### src/rtl/fetch_unit.sv
// Instruction fetch stage: issues sequential fetch requests, tags each in-flight
// request with its PC, and buffers in-order responses in a small prefetch FIFO
// for the decoder. Redirects flush the FIFO and drop responses to stale requests.
module fetch_unit #(
    parameter int unsigned           ADDR_WIDTH     = 64,
    parameter logic [ADDR_WIDTH-1:0] RESET_PC       = '0,
    parameter int unsigned           FIFO_DEPTH_POW = 2  // must be >= 1
) (
    input  logic                  clk_in,
    input  logic                  reset,
    output logic                  mem_req_valid_out,
    input  logic                  mem_req_ready_in,
    output logic [ADDR_WIDTH-1:0] mem_req_addr_out,
    input  logic                  mem_resp_valid_in,
    input  logic [31:0]           mem_resp_data_in,
    input  logic                  mem_resp_err_in,
    output logic                  instr_valid_out,
    input  logic                  instr_ready_in,
    output logic [31:0]           instr_out,
    output logic [ADDR_WIDTH-1:0] instr_pc_out,
    output logic                  instr_fault_out,
    input  logic                  redirect_valid_in,
    input  logic [ADDR_WIDTH-1:0] redirect_pc_in
);
    localparam int unsigned Depth = 1 << FIFO_DEPTH_POW;
    localparam int unsigned CntW  = FIFO_DEPTH_POW + 1;
    localparam int unsigned PtrW  = FIFO_DEPTH_POW;

    localparam logic [CntW:0]         DepthExt = Depth[CntW:0];
    localparam logic [ADDR_WIDTH-1:0] PcStep   = {{(ADDR_WIDTH-3){1'b0}}, 3'b100};
    localparam logic [ADDR_WIDTH-1:0] PcReset  = {RESET_PC[ADDR_WIDTH-1:2], 2'b00};

    typedef enum logic [0:0] {StFetch, StHalt} state_e;

    state_e                state_q, state_d;
    logic [ADDR_WIDTH-1:0] fetch_pc_q, fetch_pc_d;
    logic [CntW-1:0]       inflight_q, inflight_d;
    logic [CntW-1:0]       discard_q, discard_d;

    // PC tag per in-flight request; occupancy always equals inflight_q.
    logic [ADDR_WIDTH-1:0] tag_q [Depth];
    logic [PtrW-1:0]       tag_wr_q, tag_wr_d;
    logic [PtrW-1:0]       tag_rd_q, tag_rd_d;

    logic [31:0]           fifo_data_q  [Depth];
    logic [ADDR_WIDTH-1:0] fifo_pc_q    [Depth];
    logic                  fifo_fault_q [Depth];
    logic [PtrW-1:0]       fifo_wr_q, fifo_wr_d;
    logic [PtrW-1:0]       fifo_rd_q, fifo_rd_d;
    logic [CntW-1:0]       fifo_cnt_q, fifo_cnt_d;

    logic [CntW:0] occupancy;
    logic          req_fire;
    logic          resp_keep;
    logic          fifo_push;
    logic          fifo_pop;
    logic          unused_redirect_lsbs;

    assign unused_redirect_lsbs = ^redirect_pc_in[1:0];

    // Credit check: a request only issues if its response is guaranteed a FIFO slot.
    // Gating with reset keeps the request channel quiet while reset is held.
    assign occupancy         = {1'b0, fifo_cnt_q} + {1'b0, inflight_q};
    assign mem_req_valid_out = reset && (state_q == StFetch) && (occupancy < DepthExt)
                               && !redirect_valid_in;
    assign mem_req_addr_out  = fetch_pc_q;
    assign req_fire          = mem_req_valid_out && mem_req_ready_in;

    // A response arriving alongside a redirect is stale by definition.
    assign resp_keep = mem_resp_valid_in && (discard_q == '0) && !redirect_valid_in;
    assign fifo_push = resp_keep;
    assign fifo_pop  = instr_valid_out && instr_ready_in && !redirect_valid_in;

    assign instr_valid_out = (fifo_cnt_q != '0);
    assign instr_out       = instr_valid_out ? fifo_data_q[fifo_rd_q]  : '0;
    assign instr_pc_out    = instr_valid_out ? fifo_pc_q[fifo_rd_q]    : '0;
    assign instr_fault_out = instr_valid_out ? fifo_fault_q[fifo_rd_q] : 1'b0;

    // Next-state for fetch PC, counters and pointers; redirect overrides last.
    always_comb begin
        fetch_pc_d = fetch_pc_q;
        inflight_d = inflight_q;
        discard_d  = discard_q;
        tag_wr_d   = tag_wr_q;
        tag_rd_d   = tag_rd_q;
        fifo_wr_d  = fifo_wr_q;
        fifo_rd_d  = fifo_rd_q;
        fifo_cnt_d = fifo_cnt_q;

        if (req_fire) begin
            fetch_pc_d = fetch_pc_q + PcStep;
            tag_wr_d   = tag_wr_q + 1'b1;
        end

        if (req_fire && !mem_resp_valid_in) begin
            inflight_d = inflight_q + 1'b1;
        end else if (!req_fire && mem_resp_valid_in) begin
            inflight_d = inflight_q - 1'b1;
        end

        if (mem_resp_valid_in) begin
            tag_rd_d = tag_rd_q + 1'b1;
            if (discard_q != '0) begin
                discard_d = discard_q - 1'b1;
            end
        end

        if (fifo_push) begin
            fifo_wr_d = fifo_wr_q + 1'b1;
        end
        if (fifo_pop) begin
            fifo_rd_d = fifo_rd_q + 1'b1;
        end
        if (fifo_push && !fifo_pop) begin
            fifo_cnt_d = fifo_cnt_q + 1'b1;
        end else if (!fifo_push && fifo_pop) begin
            fifo_cnt_d = fifo_cnt_q - 1'b1;
        end

        if (redirect_valid_in) begin
            fetch_pc_d = {redirect_pc_in[ADDR_WIDTH-1:2], 2'b00};
            discard_d  = inflight_d;
            fifo_wr_d  = '0;
            fifo_rd_d  = '0;
            fifo_cnt_d = '0;
        end
    end

    // Issue FSM: a kept faulting response stops issue until the next redirect.
    always_comb begin
        state_d = state_q;
        unique case (state_q)
            StFetch: begin
                if (resp_keep && mem_resp_err_in) begin
                    state_d = StHalt;
                end
            end
            StHalt:  state_d = StHalt;
            default: state_d = StFetch;
        endcase
        if (redirect_valid_in) begin
            state_d = StFetch;
        end
    end

    // Control state registers.
    always_ff @(posedge clk_in or negedge reset) begin
        if (!reset) begin
            state_q    <= StFetch;
            fetch_pc_q <= PcReset;
            inflight_q <= '0;
            discard_q  <= '0;
            tag_wr_q   <= '0;
            tag_rd_q   <= '0;
            fifo_wr_q  <= '0;
            fifo_rd_q  <= '0;
            fifo_cnt_q <= '0;
        end else begin
            state_q    <= state_d;
            fetch_pc_q <= fetch_pc_d;
            inflight_q <= inflight_d;
            discard_q  <= discard_d;
            tag_wr_q   <= tag_wr_d;
            tag_rd_q   <= tag_rd_d;
            fifo_wr_q  <= fifo_wr_d;
            fifo_rd_q  <= fifo_rd_d;
            fifo_cnt_q <= fifo_cnt_d;
        end
    end

    // Tag and FIFO storage; contents are only observed through valid entries.
    always_ff @(posedge clk_in) begin
        if (req_fire) begin
            tag_q[tag_wr_q] <= fetch_pc_q;
        end
        if (fifo_push) begin
            fifo_data_q[fifo_wr_q]  <= mem_resp_data_in;
            fifo_pc_q[fifo_wr_q]    <= tag_q[tag_rd_q];
            fifo_fault_q[fifo_wr_q] <= mem_resp_err_in;
        end
    end

endmodule

### config.mk
export PLATFORM = sky130hd
export DESIGN_NAME = fetch_unit
export DESIGN_NICKNAME = d
export VERILOG_FILES = /design/src/rtl/fetch_unit.sv
export SDC_FILE = /design/constraint.sdc
export NUM_CORES = 1
export LEC_CHECK = 0
export ABC_CLOCK_PERIOD_IN_PS = 5800
export CORE_MARGIN = 4
export CORE_UTILIZATION = 45
export CTS_CLUSTER_SIZE = 14
export DETAILED_ROUTE_END_ITERATION = 8
export DONT_BUFFER_PORTS = 1
export GPL_ROUTABILITY_DRIVEN = 0
export PLACE_DENSITY = 0.67
export SYNTH_ARGS = -nofsm -noshare
export SYNTH_HDL_FRONTEND = slang
export SYNTH_SLANG_ARGS = --single-unit
### constraint.sdc
create_clock -name clk_in -period 5.8 [get_ports clk_in]
set_input_delay 0.58 -clock clk_in [delete_from_list [all_inputs] [get_ports clk_in]]
set_output_delay 0.58 -clock clk_in [all_outputs]
set_load 0.01 [all_outputs]
# ---- Yosys cells after proc, flatten, opt, wreduce, memory -nomap -nowiden
# Memories as Yosys holds them, arrays and structs flattened.
# Index checks and enable logic that the tools add are counted.
dict set report totals {
  ram_bits 644
  memories 4
  elab_cells 78
  output_inout_bits 163
  register_bits 82
  input_bits 103
}
# name words word_bits rd rd_ports_with_merged_regs write_ports line
set memory_table {}
lappend memory_table {fifo_pc_q 4 64 1 0 1 46} ;# logic [ADDR_WIDTH-1:0] fifo_pc_q [Depth];
lappend memory_table {tag_q 4 64 1 0 1 41} ;# logic [ADDR_WIDTH-1:0] tag_q [Depth];
lappend memory_table {fifo_data_q 4 32 1 0 1 45} ;# logic [31:0] fifo_data_q [Depth];
lappend memory_table {fifo_fault_q 4 1 1 0 1 47} ;# logic fifo_fault_q [Depth];
dict set report op_classes {
  n_bitwise 1
  muxes 24
  n_reduce_logical 28
  magnitude_cmp 1
  n_addsub 11
}
# op n
set ops {}
lappend ops {{2-to-1 mux 64 bit} 3}
lappend ops {{adder 64 x 3 -> 64 bit, second input constant} 1}
lappend ops {{2-to-1 mux 32 bit} 1}
lappend ops {{2-to-1 mux 3 bit} 8}
lappend ops {{logical AND 1 bit} 13}
lappend ops {{nonzero test 2 bit} 5}
lappend ops {{nonzero test 3 bit} 3}
lappend ops {{subtractor 3 x 1 -> 3 bit, second input constant} 3}
lappend ops {{adder 2 x 1 -> 2 bit, second input constant} 4}
lappend ops {{2-to-1 mux 2 bit} 4}
lappend ops {{2-to-1 mux 1 bit} 7}
lappend ops {{adder 3 x 1 -> 3 bit, second input constant} 2}
lappend ops {{logical NOT 1 bit} 5}
lappend ops {{adder 3 x 3 -> 4 bit} 1}
lappend ops {{less-than comparator 4 x 3 -> 1 bit, second input constant} 1}
lappend ops {{logical NOT 3 bit} 1}
lappend ops {{case mux 1 bit (2 select lines)} 1}
lappend ops {{AND reduction 2 bit} 1}
lappend ops {{NOT 1 bit} 1}

# ---- Depth between registers and ports, before layout
dict set report depth {
  depth_word 10
  ltp_mapped 9
  depth_no_buf 9
}

# ---- Least setup slack after synthesis
# Ideal clock, no wire load.
dict set report synth_path {
  path_kind {input -> register}
  start {in mem_resp_valid_in}
  end {mem fifo_data_q[0][0] (enable)}
  setup_slack_ns 1.837
  n_path_buf 1
  required_time_ns 5.335
  t_arrival_ns 3.498
  setup_ns 0.465
  cell_stages 4
  cell_sequence {clkbuf_1 nand3b_1 nor2_1 and2_1}
}
dict set report synth_via {
  elab_chain_len 4
}
# item line
set synth_rtl {}
lappend synth_rtl {{start: declaration} 14} ;# input logic mem_resp_valid_in,
lappend synth_rtl {{logical AND 1 bit (2 in series)} 70} ;# assign resp_keep = mem_resp_valid_in && (discard_q == '0) && !redirect_valid_in;
lappend synth_rtl {{2-to-1 mux 1 bit} 176} ;# if (fifo_push) begin
lappend synth_rtl {{2-to-1 mux 1 bit (implied by the code)} 177} ;# fifo_data_q[fifo_wr_q] <= mem_resp_data_in;
lappend synth_rtl {{end: declaration} 45}
# No other way between the ends.

# ---- Worst setup path after layout
dict set report layout_path {
  start {reg fifo_cnt_q[2]}
  end {mem tag_q[0][29] (enable)}
}
dict set report layout_via {
  elab_chain_len 7
}
# item line
set layout_rtl {}
lappend layout_rtl {{start: declaration} 50} ;# logic [CntW-1:0] fifo_cnt_q, fifo_cnt_d;
lappend layout_rtl {{start signal: assignment} 167} ;# fifo_cnt_q <= fifo_cnt_d;
lappend layout_rtl {{adder 3 x 3 -> 4 bit} 63} ;# assign occupancy = {1'b0, fifo_cnt_q} + {1'b0, inflight_q};
lappend layout_rtl {{less-than comparator 4 x 3 -> 1 bit} 64} ;# assign mem_req_valid_out = reset && (state_q == StFetch) && (occupancy < DepthExt)
lappend layout_rtl {{logical AND 1 bit} 64}
lappend layout_rtl {{logical AND 1 bit} 65} ;# && !redirect_valid_in;
lappend layout_rtl {{logical AND 1 bit} 67} ;# assign req_fire = mem_req_valid_out && mem_req_ready_in;
lappend layout_rtl {{2-to-1 mux 1 bit} 173} ;# if (req_fire) begin
lappend layout_rtl {{2-to-1 mux 1 bit (implied by the code)} 174} ;# tag_q[tag_wr_q] <= fetch_pc_q;
lappend layout_rtl {{end: declaration} 41}
# No other way between the ends.

==> metrics.cfg <==
[run_status]
outcome=finished clean

[die]
initial_core_util=0.456
die_w_um=259
dieHeight_um=259
coreArea_sq_um=61900
die_area_sq_um=66900
num_rows=91
io_pins=266

[power_and_ir_drop]
switching_share=0.286
powerDensity_nw_per_um2=454
power_frac_seq=0.474
max-vdd-ir-drop_v=0.000354
p_int_uw=10300
p_comb_frac=0.189
leakagePower_uw=0.0102
clockPowerShare=0.336
power_switching_uw=4100

[clocking]
post_cts_resized=0
cts_made_buffers=74
clkSinkCount=708
cts_tree=yes
clock_path_buffers=3
htree_levels=3
path_clk_slew_ps=60
clk_latency_ps=620
cts_root_buffer=clkbuf_16

[grt]
grt_overflow=0
grt_max_degree=102
grt_pass1_vias=14706
grt_pass1_wl_um=97100
gr-usage-all-layers=0.196
antenna_found_initial=14

[worst_setup_path]
crit_chain=ha_1, nor4b_1, and4_1, and2_4
slowest_delay_ps=1020
crit_type=register to register
slowest_stage=and2_4
path_max_fanout=62
critPathTopFamily=simple AND/OR/NAND/NOR gates
endpoint_kind=register
crit_path_start_kind=register
cp_data_required_time_ps=6020
cp_num_buf_inv=0
critPathArrivalTime_ps=3840

[worst_hold_path]
hold_path_class=primary input to register

[place]
portBuffers=0
dp.cells=2288
dp_hpwl_um=38400
postPlaceCellArea_sq_um=29100

[sta]
slew_violations=0
period_share=0.624
worst_slew_pin_slew_ps=1180
hold_violations=0
grt_setup_unrepaired=no
skew_ps=27.0
maxClockFrequency_mhz=276
final-setup-viol-count=0
finalSetupTns_ps=0
period_minus_slack_ps=3620
relSlewSlack=0.203

[logic_synthesis]
synth_top_family_by_area=multiplexers
synth_top_area_frac=0.668
synth_compound_gate_area_share=0.0337
synth-main-ff-cell=edfxtp_1
yosysTopAreaCell=edfxtp_1
syn_inst=1515
synthMuxAreaShare=0.127
synth-async-reset-ratio=0.113
synth-seq-cells=708
syn-cell-area_sq_um=28200
ys_types=65
yosysSeqAreaShare=0.738
avgSynthCellArea_sq_um=18.6
synth_fa_ha_area_frac=0.00735
yosys.area_share.simple=0.0712
synth-edff-count=628
synth-xor-area-share=0.00589
synth_warnings=0
synthTopCellsByArea=edfxtp_1 67%, mux4_2 13%, dfrtp_1 7.1%

[drt]
vias=14130
post_drt_wl_per_cell_um=26.8
drt_iter0_drc=1074
wirelength_um=65200
route.detailed.drc=0
antenna_left=0
viasPerCell=5.81
dr.pass1.iters=4

[flow_run]
cap_violations=0

[finish]
area_delta_synth_final_pct=12.1
finalCoreUtilization=0.511
nets=1648
layout-drive-gt1-share=0.199
design_area_sq_um=31700
fin_cells=2432

==> sequential cells by signal, summed over array words and instances, names as in the netlist <==
signal and flops:
fifo_pc_q 248, tag_q 248, fifo_data_q 128, mem_req_addr_out 62, fifo_fault_q 4, discard_q 3
fifo_cnt_q 3, inflight_q 3, fifo_rd_q 2, fifo_wr_q 2, tag_rd_q 2, tag_wr_q 2
state_q 1
==> cell usage in the layout (no fill, tap or decap), types with 4 or more instances in the layout <==
cell type  count
and2_1       103
dfrtp_1       76
inv_1         20
nand3_1       37
nor2b_1        5
clkinv_1      13
clkinv_2      17
a221o_1        6
conb_1         4
bufinv_16      9
o311ai_1       6
o21ai_0       51
dfrtp_4        4
nor3_1        17
clkbuf_8       7
o311ai_0      12
clkbuf_16     74
buf_4         15
nand3b_1      10
clkbuf_1       9
and4_1         6
mux4_2       157
a21oi_1       17
and3_1        11
nor2_1        31
nand4_1       20
a31oi_1       15
a21o_1         4
xor2_1         6
and2_4         8
a32oi_1        5
xnor2_1       13
nand2_1       88
ha_1          15
o211ai_1      17
edfxtp_1     628
diode_2        6
==> area by class of cell <==
| cell class | instances | area [sq um] |
|---|---|---|
| Multi-Input combinational cell | 707 | 6960 |
| Timing Repair Buffer | 18 | 170 |
| Sequential cell | 708 | 20900 |
| Fill cell | 4976 | 30300 |
| Clock inverter | 46 | 534 |
| Tap cell | 837 | 1050 |
| Inverter | 20 | 75.1 |
| Antenna cell | 6 | 15.0 |
| Clock buffer | 90 | 1980 |
==> path summary, 6_finish.rpt <==
path                              startpoint  depth (start not counted)  slack (ps)              endpoint
setup / recovery               fifo_cnt_q[2]                          4        2180          tag_q[0][29]
hold / removal             mem_resp_valid_in                          1          50           tag_rd_q[0]
setup reg to reg               fifo_cnt_q[2]                          4        2180          tag_q[0][29]
hold reg to reg                inflight_q[2]                          1         500         inflight_q[2]
max in group asynchronous              reset                          2        4840          fifo_rd_q[1]
min in group asynchronous              reset                          2         490  mem_req_addr_out[46]
==> power groups by stage <==
| stage | clock network [uW] | registers [uW] | logic, uW |
|---|---|---|---|
| after floorplan | 0 | 6480 | 2360 |
| after global placement | 0 | 6910 | 2720 |
| after detailed placement | 0 | 6940 | 2800 |
| after CTS | 4920 | 6830 | 2820 |
| after global routing | 5160 | 6890 | 2990 |
| final | 4830 | 6810 | 2720 |
==> per-stage QoR <==
stage | hold slack [ps] | setup WS (ps) | power (uW)
CTS | 9.62 | 2040 | 14600
floorplan | 284 | 1840 | 8840
global placement | 287 | 2180 | 9630
detailed placement | 287 | 2110 | 9740
global route | 14.8 | 1910 | 15000
finish | 49.2 | 2180 | 14400
==> synth_stat cells, types with 10 or more instances <==
| master | instances |
|---|---|
| edfxtp_1 | 628 |
| mux4_2 | 157 |
| and2_1 | 111 |
| nand2_1 | 88 |
| dfrtp_1 | 80 |
| o21ai_0 | 51 |
| clkbuf_1 | 50 |
| nand3_1 | 37 |
| nor2_1 | 32 |
| inv_1 | 20 |
| nand4_1 | 20 |
| a21oi_1 | 17 |
| nor3_1 | 17 |
| o211ai_1 | 17 |
| a31oi_1 | 15 |
| buf_1 | 15 |
| ha_1 | 15 |
| xnor2_1 | 13 |
| o311ai_0 | 12 |
| and3_1 | 11 |
| nand3b_1 | 10 |
==> routing by layer <==
layer  vias to the layer above  global-route usage  part of all wire
li1                       6117                   -                 -
met1                      7460               0.254              0.40
met2                       443               0.320              0.49
met3                        94              0.0681             0.089
met4                        16              0.0507             0.020
met5                         -                   0            0.0015
==> kinds of logic after synthesis <==
logic type               count (synthesis)
AO/OA/AOI/OAI                          146
XOR/XNOR                                19
buffers and inverters                  103
adder cells (fa/ha/maj)                 16
multiplexers                           161
flip-flops                             708
other                                    1
AND/OR/NAND/NOR                        361
==> worst register-to-register path, delay by kind of cell, from the launching register on <==
kind | cells | cell delay (ps)
fa+ha+maj | 1 | 200
simple gates | 3 | 2570
flops | 1 | 430
==> repair_timing <==
action                    in CTS  in global routing
hold endpoints to repair      80                  0
hold buffers                   2                  0
setup buffers                  0                  0
Power figures use the tool's default switching activity.
